**src/rtl/fifo_ctrl_if.sv**
```systemverilog
// Request/status bundle between a FIFO producer/consumer pair and fifo_ctrl.
// The master side issues push/pop/flush; the slave side is the controller.
interface fifo_ctrl_if #(
  parameter int CW = 4
);
  logic          push;
  logic          pop;
  logic          flush;
  logic          wden;
  logic          rden;
  logic          WrPtrClr;
  logic          RdPtrClr;
  logic [CW-1:0] count;
  logic          full;
  logic          empty;
  logic          rd_valid;
  logic          ovf;
  logic          udf;
  logic          busy;

  modport master (
    output push, pop, flush,
    input  wden, rden, WrPtrClr, RdPtrClr, count, full, empty,
           rd_valid, ovf, udf, busy
  );

  modport slave (
    input  push, pop, flush,
    output wden, rden, WrPtrClr, RdPtrClr, count, full, empty,
           rd_valid, ovf, udf, busy
  );
endinterface

```
**src/rtl/fifo_ctrl.sv**
```systemverilog
// Occupancy/handshake controller for an external 8-entry, 9-bit buffer.
// One-cycle INIT clears the buffer pointers; RUN tracks count and sticky ovf/udf.
module fifo_ctrl #(
  parameter int DEPTH = 8,
  parameter int CW    = 4
) (
  input  logic       clk,
  input  logic       reset,
  fifo_ctrl_if.slave bus
);

  typedef enum logic [0:0] {
    INIT = 1'b0,
    RUN  = 1'b1
  } state_t;

  localparam logic [CW-1:0] FULL_COUNT = CW'(DEPTH);
  localparam logic [CW-1:0] ZERO_COUNT = {CW{1'b0}};

  state_t        stateR;
  state_t        stateNextS;
  logic [CW-1:0] countR;
  logic [CW-1:0] countNextS;
  logic          ovfR;
  logic          udfR;
  logic          rdValidR;
  logic          runS;
  logic          fullS;
  logic          emptyS;
  logic          wdenS;
  logic          rdenS;
  logic          ovfHitS;
  logic          udfHitS;

  // State register; reset forces INIT ahead of any request.
  always_ff @(posedge clk) begin
    if (reset) begin
      stateR <= INIT;
    end else begin
      stateR <= stateNextS;
    end
  end

  // Next-state: INIT holds only while flush is high, RUN leaves on flush.
  always_comb begin
    stateNextS = stateR;
    case (stateR)
      INIT: begin
        if (bus.flush) begin
          stateNextS = INIT;
        end else begin
          stateNextS = RUN;
        end
      end
      RUN: begin
        if (bus.flush) begin
          stateNextS = INIT;
        end else begin
          stateNextS = RUN;
        end
      end
      default: stateNextS = INIT;
    endcase
  end

  // Accept/reject decode; full and empty come from the registered count only.
  always_comb begin
    runS       = (stateR == RUN);
    fullS      = (countR == FULL_COUNT);
    emptyS     = (countR == ZERO_COUNT);
    wdenS      = bus.push & ~fullS  & runS & ~bus.flush;
    rdenS      = bus.pop  & ~emptyS & runS & ~bus.flush;
    ovfHitS    = bus.push &  fullS  & runS & ~bus.flush;
    udfHitS    = bus.pop  &  emptyS & runS & ~bus.flush;
    countNextS = countR;
    if (bus.flush) begin
      countNextS = ZERO_COUNT;
    end else if (runS) begin
      countNextS = countR + {{(CW-1){1'b0}}, wdenS} - {{(CW-1){1'b0}}, rdenS};
    end else begin
      countNextS = countR;
    end
  end

  // Occupancy, read-data-valid and sticky error flags.
  always_ff @(posedge clk) begin
    if (reset) begin
      countR   <= ZERO_COUNT;
      ovfR     <= 1'b0;
      udfR     <= 1'b0;
      rdValidR <= 1'b0;
    end else begin
      countR   <= countNextS;
      rdValidR <= rdenS;
      if (bus.flush) begin
        ovfR <= 1'b0;
        udfR <= 1'b0;
      end else begin
        ovfR <= ovfR | ovfHitS;
        udfR <= udfR | udfHitS;
      end
    end
  end

  assign bus.wden     = wdenS;
  assign bus.rden     = rdenS;
  assign bus.WrPtrClr = (stateR == INIT);
  assign bus.RdPtrClr = (stateR == INIT);
  assign bus.busy     = (stateR == INIT);
  assign bus.count    = countR;
  assign bus.full     = fullS;
  assign bus.empty    = emptyS;
  assign bus.rd_valid = rdValidR;
  assign bus.ovf      = ovfR;
  assign bus.udf      = udfR;

endmodule

```
**src/flat_wrapper.sv**
```systemverilog
// flat-port wrapper written by rule: the top's interface ports become plain ports
module fifo_ctrl_flat 
#(
  parameter int DEPTH = 8,
  parameter int CW    = 4
)
  (clk, reset, bus_push, bus_pop, bus_flush, bus_wden, bus_rden, bus_WrPtrClr, bus_RdPtrClr, bus_count, bus_full, bus_empty, bus_rd_valid, bus_ovf, bus_udf, bus_busy);
  fifo_ctrl_if #(.CW(CW)) bus_i ();
  input  logic clk;
  input  logic reset;
  input wire logic [$bits(bus_i.push)-1:0] bus_push;
  input wire logic [$bits(bus_i.pop)-1:0] bus_pop;
  input wire logic [$bits(bus_i.flush)-1:0] bus_flush;
  output wire logic [$bits(bus_i.wden)-1:0] bus_wden;
  output wire logic [$bits(bus_i.rden)-1:0] bus_rden;
  output wire logic [$bits(bus_i.WrPtrClr)-1:0] bus_WrPtrClr;
  output wire logic [$bits(bus_i.RdPtrClr)-1:0] bus_RdPtrClr;
  output wire logic [$bits(bus_i.count)-1:0] bus_count;
  output wire logic [$bits(bus_i.full)-1:0] bus_full;
  output wire logic [$bits(bus_i.empty)-1:0] bus_empty;
  output wire logic [$bits(bus_i.rd_valid)-1:0] bus_rd_valid;
  output wire logic [$bits(bus_i.ovf)-1:0] bus_ovf;
  output wire logic [$bits(bus_i.udf)-1:0] bus_udf;
  output wire logic [$bits(bus_i.busy)-1:0] bus_busy;
  assign bus_i.push = bus_push;
  assign bus_i.pop = bus_pop;
  assign bus_i.flush = bus_flush;
  assign bus_wden = bus_i.wden;
  assign bus_rden = bus_i.rden;
  assign bus_WrPtrClr = bus_i.WrPtrClr;
  assign bus_RdPtrClr = bus_i.RdPtrClr;
  assign bus_count = bus_i.count;
  assign bus_full = bus_i.full;
  assign bus_empty = bus_i.empty;
  assign bus_rd_valid = bus_i.rd_valid;
  assign bus_ovf = bus_i.ovf;
  assign bus_udf = bus_i.udf;
  assign bus_busy = bus_i.busy;
  fifo_ctrl #(.DEPTH(DEPTH), .CW(CW)) u_core (.clk(clk), .reset(reset), .bus(bus_i));
endmodule
```
**config.mk**
```make
export PLATFORM = sky130hd
export DESIGN_NAME = fifo_ctrl_flat
export DESIGN_NICKNAME = d
export VERILOG_FILES = /design/src/rtl/fifo_ctrl_if.sv /design/src/rtl/fifo_ctrl.sv /design/src/flat_wrapper.sv
export SDC_FILE = /design/constraint.sdc
export NUM_CORES = 1
export LEC_CHECK = 0
export ABC_AREA = 1
export BUFFER_PORTS_ARGS = -buffer_cell sky130_fd_sc_hd__buf_2
export CAP_MARGIN = 5
export CORE_AREA = 2 2 39 41
export CTS_BUF_LIST = sky130_fd_sc_hd__clkbuf_8 sky130_fd_sc_hd__clkbuf_16
export DETAILED_ROUTE_END_ITERATION = 8
export DIE_AREA = 0 0 41 43
export PLACE_DENSITY = 0.59
export SLEW_MARGIN = 15
export SYNTH_ARGS = -nofsm -noshare
export SYNTH_HDL_FRONTEND = slang
export SYNTH_SLANG_ARGS = --single-unit
```
**constraint.sdc**
```tcl
create_clock -name clk -period 3.85 [get_ports clk]
set_input_delay 0.77 -clock clk [delete_from_list [all_inputs] [get_ports clk]]
set_output_delay 0.77 -clock clk [all_outputs]
set_load 0.01 [all_outputs]
```
======== After elaboration in Yosys (flattened, before gate mapping) ========
Index checks and enable logic that the tools add are counted.
word-level totals
  register bits ........................... 8
  output and inout port bits .............. 14
operators by class
  $add $sub $neg .......................... 2
  eq/ne operators ......................... 1
  mux-type cells .......................... 1
  bitwise logic cells ..................... 18
  reduce and logical (&&, ||, !) cells .... 2
operators with widths
  operator                              number
  bitwise AND 1 bit                     12
  adder 4 x 1 -> 4 bit                  1
  == test 4 bit, second input constant  1
  zero test 4 bit                       1
  inverter 1 bit                        4
  subtractor 4 x 1 -> 4 bit             1
  OR 1 bit                              2
  OR reduction 2 bit                    1
  2-to-1 mux 1 bit                      1

======== Depth between registers and ports, before layout ========
Gate-level depths: netlist (run 1).
  word-level depth ........................ 7
  gate-level depth with buffers ........... 14

======== Worst setup path before layout (run 1) ========
OpenSTA, ideal clock, no wires.
  kind .................................... in2reg
  start point ............................. input port bus_pop
  end point ............................... register u_core.countR[2], in the netlist u_core.bus.count[2]
  setup time .............................. 113 ps
  data arrival time ....................... 2199 ps
  path slack .............................. 1538 ps
  cell stages on the path ................. 11
  path buffers ............................ 0
  cells stage by stage .................... nand2_1 > inv_1 > nand3_1 > inv_1 > ha_1 > inv_1 > ha_1 > fa_1 > xor2_1 > o21ai_1 > inv_1
on the way
  word-level cells in the longest chain between the ends .. 4
ends and longest elaborated chain
  what                             RTL line            text
  from (decl)                      flat_wrapper.sv:12  input wire logic [$bits(bus_i.pop)-1:0] bus_pop;
  bitwise AND 1 bit (3 in series)  fifo_ctrl.sv:72     rdenS = bus.pop & ~emptyS & runS & ~bus.flush;
  via bus_rden                     flat_wrapper.sv:15  output wire logic [$bits(bus_i.rden)-1:0] bus_rden;
  subtractor 4 x 1 -> 4 bit        fifo_ctrl.sv:79     countNextS = countR + {{(CW-1){1'b0}}, wdenS} - {{(CW-1){1'b0}}, rdenS};
  to (signal assigned)             fifo_ctrl.sv:93     countR <= countNextS;
  to (decl)                        fifo_ctrl.sv:22     logic [CW-1:0] countR;
The timed path passes the listed nets, and every way through them passes these cells.
A chain may end at the register's enable or synchronous reset.

======== Worst setup path in the final report (run 1) ========
  start point ............................. register u_core.countR[2], in the netlist u_core.bus.count[2]
  end point ............................... register u_core.countR[2], in the netlist u_core.bus.count[2]
on the way
  word-level cells in the longest chain between the ends .. 7
ends and longest elaborated chain
  what                             RTL line         text
  == test 4 bit                    fifo_ctrl.sv:69  fullS = (countR == FULL_COUNT);
  inverter 1 bit                   fifo_ctrl.sv:71  wdenS = bus.push & ~fullS & runS & ~bus.flush;
  bitwise AND 1 bit (3 in series)  fifo_ctrl.sv:71
  adder 4 x 1 -> 4 bit             fifo_ctrl.sv:79
  subtractor 4 x 1 -> 4 bit (*)    fifo_ctrl.sv:79
Mark *: on every way between the ends. The rest lies on a longest branch, timed or not.

==> impl_metrics.py, run 1 <==
metrics = {
    "status": {
        "outcome": "finished, final reports clean",
    },
    "final_layout": {
        "final_nets": 96,
        "n_antenna_cell": 0,
        "fin_area_um2": 629,
        "syn_to_final_growth_pct": 27.7,
        "drive_gt1_share_pct": 32.9,
    },
    "die": {
        "row_count": 14,
        "die_x_um": 41,
        "io_pins": 19,
        "core_mm2": 0.00138,
        "start_util_pct": 35.6,
        "fp.dieH_um": 43,
        "die_area_mm2": 0.00176,
    },
    "global_route": {
        "grt_max_degree": 11,
        "grt_pass1_vias": 344,
        "grt_use_total_pct": 12.1,
        "grt_pass1_wl_um": 1350,
        "grt_overflow": 0,
        "antenna_found_initial": 0,
    },
    "timing": {
        "setup_viol": 0,
        "slew_headroom_pct": 87.5,
        "rsz0062_at_grt": "no",
        "finalHoldViolations": 0,
        "slew_viol_final": 0,
        "fin_worst_skew_ns": 0.000709,
        "finalCriticalPeriod_ns": 2.20,
        "worst_slack_ns": 1.65,
        "worstMarginPinSlew_ns": 0.187,
        "min_period_over_period_pct": 57.0,
        "fin_tns_setup_ns": 0,
        "fmax_mhz": 456,
    },
    "cts": {
        "cts_resized": 0,
        "post_cts_buffers": 0,
        "clockBufferDepth": 2,
        "clkTransAtPathRegs_ns": 0.04,
        "cts_tree": "yes",
        "cts_num_sinks": 8,
        "clock_latency_ns": 0.23,
        "hold_buffers": 0,
        "htree_levels": 1,
        "cts-buffers-inserted": 3,
        "cts_root_buf": "clkbuf_8",
    },
    "drt": {
        "drc_errors": 0,
        "drtIter0Drc": 7,
        "ant_nets": 0,
        "viasPerCell": 4.50,
        "dr_total_vias": 441,
        "first_pass_iters": 4,
        "wirelength_um": 890,
        "post_drt_wl_per_cell_um": 9.08,
    },
    "place": {
        "place_congestion": 0.753,
        "pre_cts_ws_ns": 1.41,
        "hpwl_um": 741,
        "placed_area_um2": 588,
        "portBuffers": 18,
    },
    "synthesis": {
        "synth_area_leader_cell": "dfxtp_1",
        "async_reset_ff_share_pct": 0,
        "synth_commonest_cells": "16 x inv_1, 8 x dfxtp_1, 8 x nand3_1",
        "netlist_area_um2": 493,
        "synthCells": 63,
        "yosysTopAreaCellShare_pct": 32.5,
        "yosysMostFrequentCell": "inv_1",
        "yosys_warnings": 0,
        "syn_avg_cell_area_um2": 7.82,
        "synth_edf_count": 0,
        "ys_types": 17,
        "ys_seq_area_share_pct": 32.5,
        "synth_area_leaders": "dfxtp_1 32%, ha_1 15%, inv_1 12%",
        "yosys_most_used_dff": "dfxtp_1",
        "ys_ff_latch": 8,
        "syn_nets": 75,
    },
    "setup_path": {
        "crit_arrival_ns": 2.32,
        "crit_family": "adder cells",
        "path_common_cell": "inv_1",
        "startpoint_type": "flip-flop",
        "worstPathRequired_ns": 3.98,
        "path_class": "flip-flop to flip-flop",
        "crit_path_max_incr_delay_ns": 0.38,
        "cp_max_fo": 4,
        "crit_path_end_kind": "flip-flop",
        "critPathBufInv": 4,
        "timing.critical_path.cells": "inv_1 > ha_1 > nand3_1 > nand3_1 > inv_1 > ha_1 > inv_1 > ha_1 > fa_1 > xor2_1 > o21ai_1 > inv_1",
        "crit_path_top_delay_cell": "fa_1",
    },
    "power": {
        "leakage_uw": 0.000357,
        "total_power_uw": 220,
        "powerDensity_mw_per_mm2": 349,
        "peakVddDrop_mv": 0.290,
    },
    "job": {
        "drv_cap": 0,
    },
    "worst_hold_path": {
        "hold_path.class": "flip-flop to flip-flop",
    },
}
sequential cells by signal (all words and copies together) (netlist names):
name	flops
u_core.bus.count	4
u_core.bus.ovf	1
u_core.bus.rd_valid	1
u_core.bus.udf	1
u_core.runS	1
layout make-up:
class	count	area (um^2)
timing repair buffer	18	90.1
sequential	8	160
fill	146	754
inverter	19	76.3
multi-input combinational	34	241
clock buffer	3	41.3
tap	16	20.0
logic make-up (layout without fill, tap and decap cells):
family,count (synthesis),in the layout,synth area share [%]
fa+ha+maj,7,7,19.3
simple gates,16,16,15.7
xor+xnor,1,1,1.78
flops,8,8,32.5
buf+inv,21,40,18.5
compound gates,10,10,12.2
stage by stage:
step           util [%]  instances  hold slack (ns)
2_1_floorplan         -         63            0.472
3_3_place_gp       42.5         95            0.439
3_5_place_dp       42.5         95            0.448
4_1_cts            45.5         98            0.455
5_1_grt            45.5         98            0.478
6_report           45.5         98            0.445
power breakdown:
group	internal (uW)	leakage [uW]	total, uW	switching, uW
logic	13.0	0.000270	30.8	17.8
registers	85.5	0.0000651	87.3	1.82
clock network	67.8	0.0000216	102	33.9
cell usage in the layout, fill, tap and decap left out, drive strengths merged:
cell     n
a21oi    6
buf     18
clkbuf   3
clkinv   1
dfxtp    8
fa       1
ha       6
inv     18
nand2    4
nand3    8
nand4    1
nor2     2
o21a     1
o21ai    3
or2      1
xor2     1
metal layers:
metal | track usage, % | up-vias | share of wire (%)
met4 | 6.00 | 0 | 1.2
met1 | 14.6 | 193 | 45
met3 | 7.85 | 2 | 5.7
met5 | 0 | - | 0
met2 | 15.9 | 9 | 48
li1 | - | 237 | -
final timing paths:
kind                        from             endpoint  slack (ns)  depth (start not counted)
max          u_core.bus.count[2]  u_core.bus.count[2]        1.65                         12
min               u_core.bus.ovf       u_core.bus.ovf        0.45                          2
max reg2reg  u_core.bus.count[2]  u_core.bus.count[2]        1.65                         12
min reg2reg       u_core.bus.ovf       u_core.bus.ovf        0.45                          2
worst min-delay path, cell delays in order (launching register included):
cell and delay [ns]:
dfxtp_1 0.30, inv_1 0.04, a21oi_1 0.05
Note: power is estimated with default switching activity, not from simulation.
==> run 2, diff against run 1 <==
clock period = 2.3 ns   (was 3.85 ns; I/O delays follow)
==> impl_metrics.py, run 2 (same netlist as run 1, synthesis figures left out) <==
metrics = {
    "drt": {
        "dr_total_vias": 444,
        "wirelength_um": 934,
        "drc_errors": 0,
        "post_drt_wl_per_cell_um": 9.53,
        "first_pass_iters": 5,
        "drtIter0Drc": 3,
        "viasPerCell": 4.53,
        "ant_nets": 0,
    },
    "cts": {
        "cts_tree": "yes",
        "clock_latency_ns": 0.23,
        "htree_levels": 1,
        "clockBufferDepth": 2,
        "post_cts_buffers": 0,
        "cts-buffers-inserted": 3,
        "cts_num_sinks": 8,
        "cts_root_buf": "clkbuf_8",
        "clkTransAtPathRegs_ns": 0.04,
    },
    "worst_hold_path": {
        "min_from": "reset",
        "hold_path.class": "input pin to flip-flop",
    },
    "die": {
        "fp.dieH_um": 43,
        "core_mm2": 0.00138,
        "io_pins": 19,
        "die_x_um": 41,
        "start_util_pct": 35.6,
        "row_count": 14,
        "die_area_mm2": 0.00176,
    },
    "setup_path": {
        "path_common_cell": "ha_1",
        "crit_family": "adder cells",
        "worstPathRequired_ns": 2.42,
        "crit_path_end_kind": "flip-flop",
        "crit_arrival_ns": 2.25,
        "crit_path_top_delay_cell": "fa_2",
        "r2r-start": "u_core.bus.count[2]",
        "startpoint_type": "flip-flop",
        "critPathLaunch": "u_core.bus.count[2]",
        "path_class": "flip-flop to flip-flop",
        "critPathBufInv": 3,
        "crit_path_max_incr_delay_ns": 0.35,
        "timing.critical_path.cells": "inv_2 > ha_1 > nand3_1 > nand4_1 > ha_1 > inv_1 > ha_1 > fa_2 > xor2_1 > o21ai_1 > inv_1",
        "cp_max_fo": 4,
    },
    "place": {
        "place_congestion": 0.776,
        "portBuffers": 18,
        "hpwl_um": 756,
        "placed_cells": 95,
    },
    "global_route": {
        "grt_max_degree": 11,
        "grt_use_total_pct": 12.7,
        "antenna_found_initial": 0,
        "grt_pass1_vias": 382,
        "grt_overflow": 0,
        "grt_pass1_wl_um": 1510,
    },
    "final_layout": {
        "final_cells": 98,
        "multi_input_area_um2": 244,
        "final_nets": 96,
        "syn_to_final_growth_pct": 28.2,
        "final_common_cell": "buf_2",
        "n_antenna_cell": 0,
        "nFillCells": 148,
        "drive_gt1_share_pct": 35.4,
        "seqCellArea_um2": 160,
        "largest_reg_flops": 4,
        "final_cell_mix": "18 x buf_2, 15 x inv_1, 8 x nand3_1, 8 x dfxtp_1",
    },
    "timing": {
        "fin_worst_skew_ns": 0.00161,
        "finalCriticalPeriod_ns": 2.13,
        "finalHoldViolations": 0,
        "rsz0062_at_grt": "no",
        "fmax_mhz": 470,
        "slew_viol_final": 0,
        "min_period_over_period_pct": 92.4,
        "setup_viol": 0,
        "fin_tns_setup_ns": 0,
        "slew_headroom_pct": 87.0,
        "worstMarginPinSlew_ns": 0.195,
    },
    "power": {
        "leakage_uw": 0.000356,
        "peakVddDrop_mv": 0.432,
        "powerDensity_mw_per_mm2": 583,
    },
    "status": {
        "outcome": "finished, final reports clean",
    },
    "job": {
        "drv_cap": 0,
    },
}
## run 2: cell counts in the layout (fill, tap and decap cells not counted)
No cell type changed its count.
## run 2: area by class of cell
class	instances	share of cell area [%]
multi-input combinational	34	38.6
sequential	8	25.3
timing repair buffer	18	14.3
inverter	19	12.1
clock buffer	3	6.53
tap	16	3.17
## run 2: what timing repair did
action | 4_1_cts | 5_1_grt
hold endpoints to repair | 0 | 0
endpoints found under the setup margin | 0 | 1
hold buffers | 0 | 0
gates resized for setup | 0 | 2
## run 2: worst register-to-register path, cell delays in order, from the launching register on
cell and delay (ns):
dfxtp_1 0.33, inv_2 0.06, ha_1 0.19, nand3_1 0.10
nand4_1 0.12, ha_1 0.31, inv_1 0.04, ha_1 0.20
fa_2 0.35, xor2_1 0.16, o21ai_1 0.12, inv_1 0.04
## run 2: worst paths after layout
path | to | slack, ns | cells past startpoint
worst max register to register | u_core.bus.count[2] | 0.17 | 11
worst max-delay path | u_core.bus.count[2] | 0.17 | 11
worst min-delay path | u_core.bus.rd_valid | 0.41 | 2
worst min register to register | u_core.bus.ovf | 0.45 | 2
## run 2: through the flow
step / utilization [%] / instance area, um^2 / power [uW] / setup slack (ns) / hold slack (ns)
floorplan: - / 493 / 185 / 0.167 / 0.472
global placement: 42.5 / 588 / 200 / 0.0906 / 0.440
detailed placement: 42.5 / 588 / 200 / 0.111 / 0.441
CTS: 45.5 / 629 / 373 / 0.0819 / 0.411
global route: 45.7 / 632 / 388 / 0.0361 / 0.415
finish: 45.7 / 632 / 368 / 0.174 / 0.413
## run 2: report_power, final
group          total, uW  switching (uW)  internal, uW
Clock                171            56.9           114
Combinational       51.6            29.6          21.9
Sequential           146            3.21           143
## run 2: routing by layer
metal / track usage (%) / share of wire, % / vias to the layer above
li1: - / - / 232
met5: 0 / 0 / -
met3: 4.71 / 3.1 / 2
met1: 15.0 / 44 / 204
met2: 19.4 / 51 / 6
met4: 6.00 / 1.9 / 0
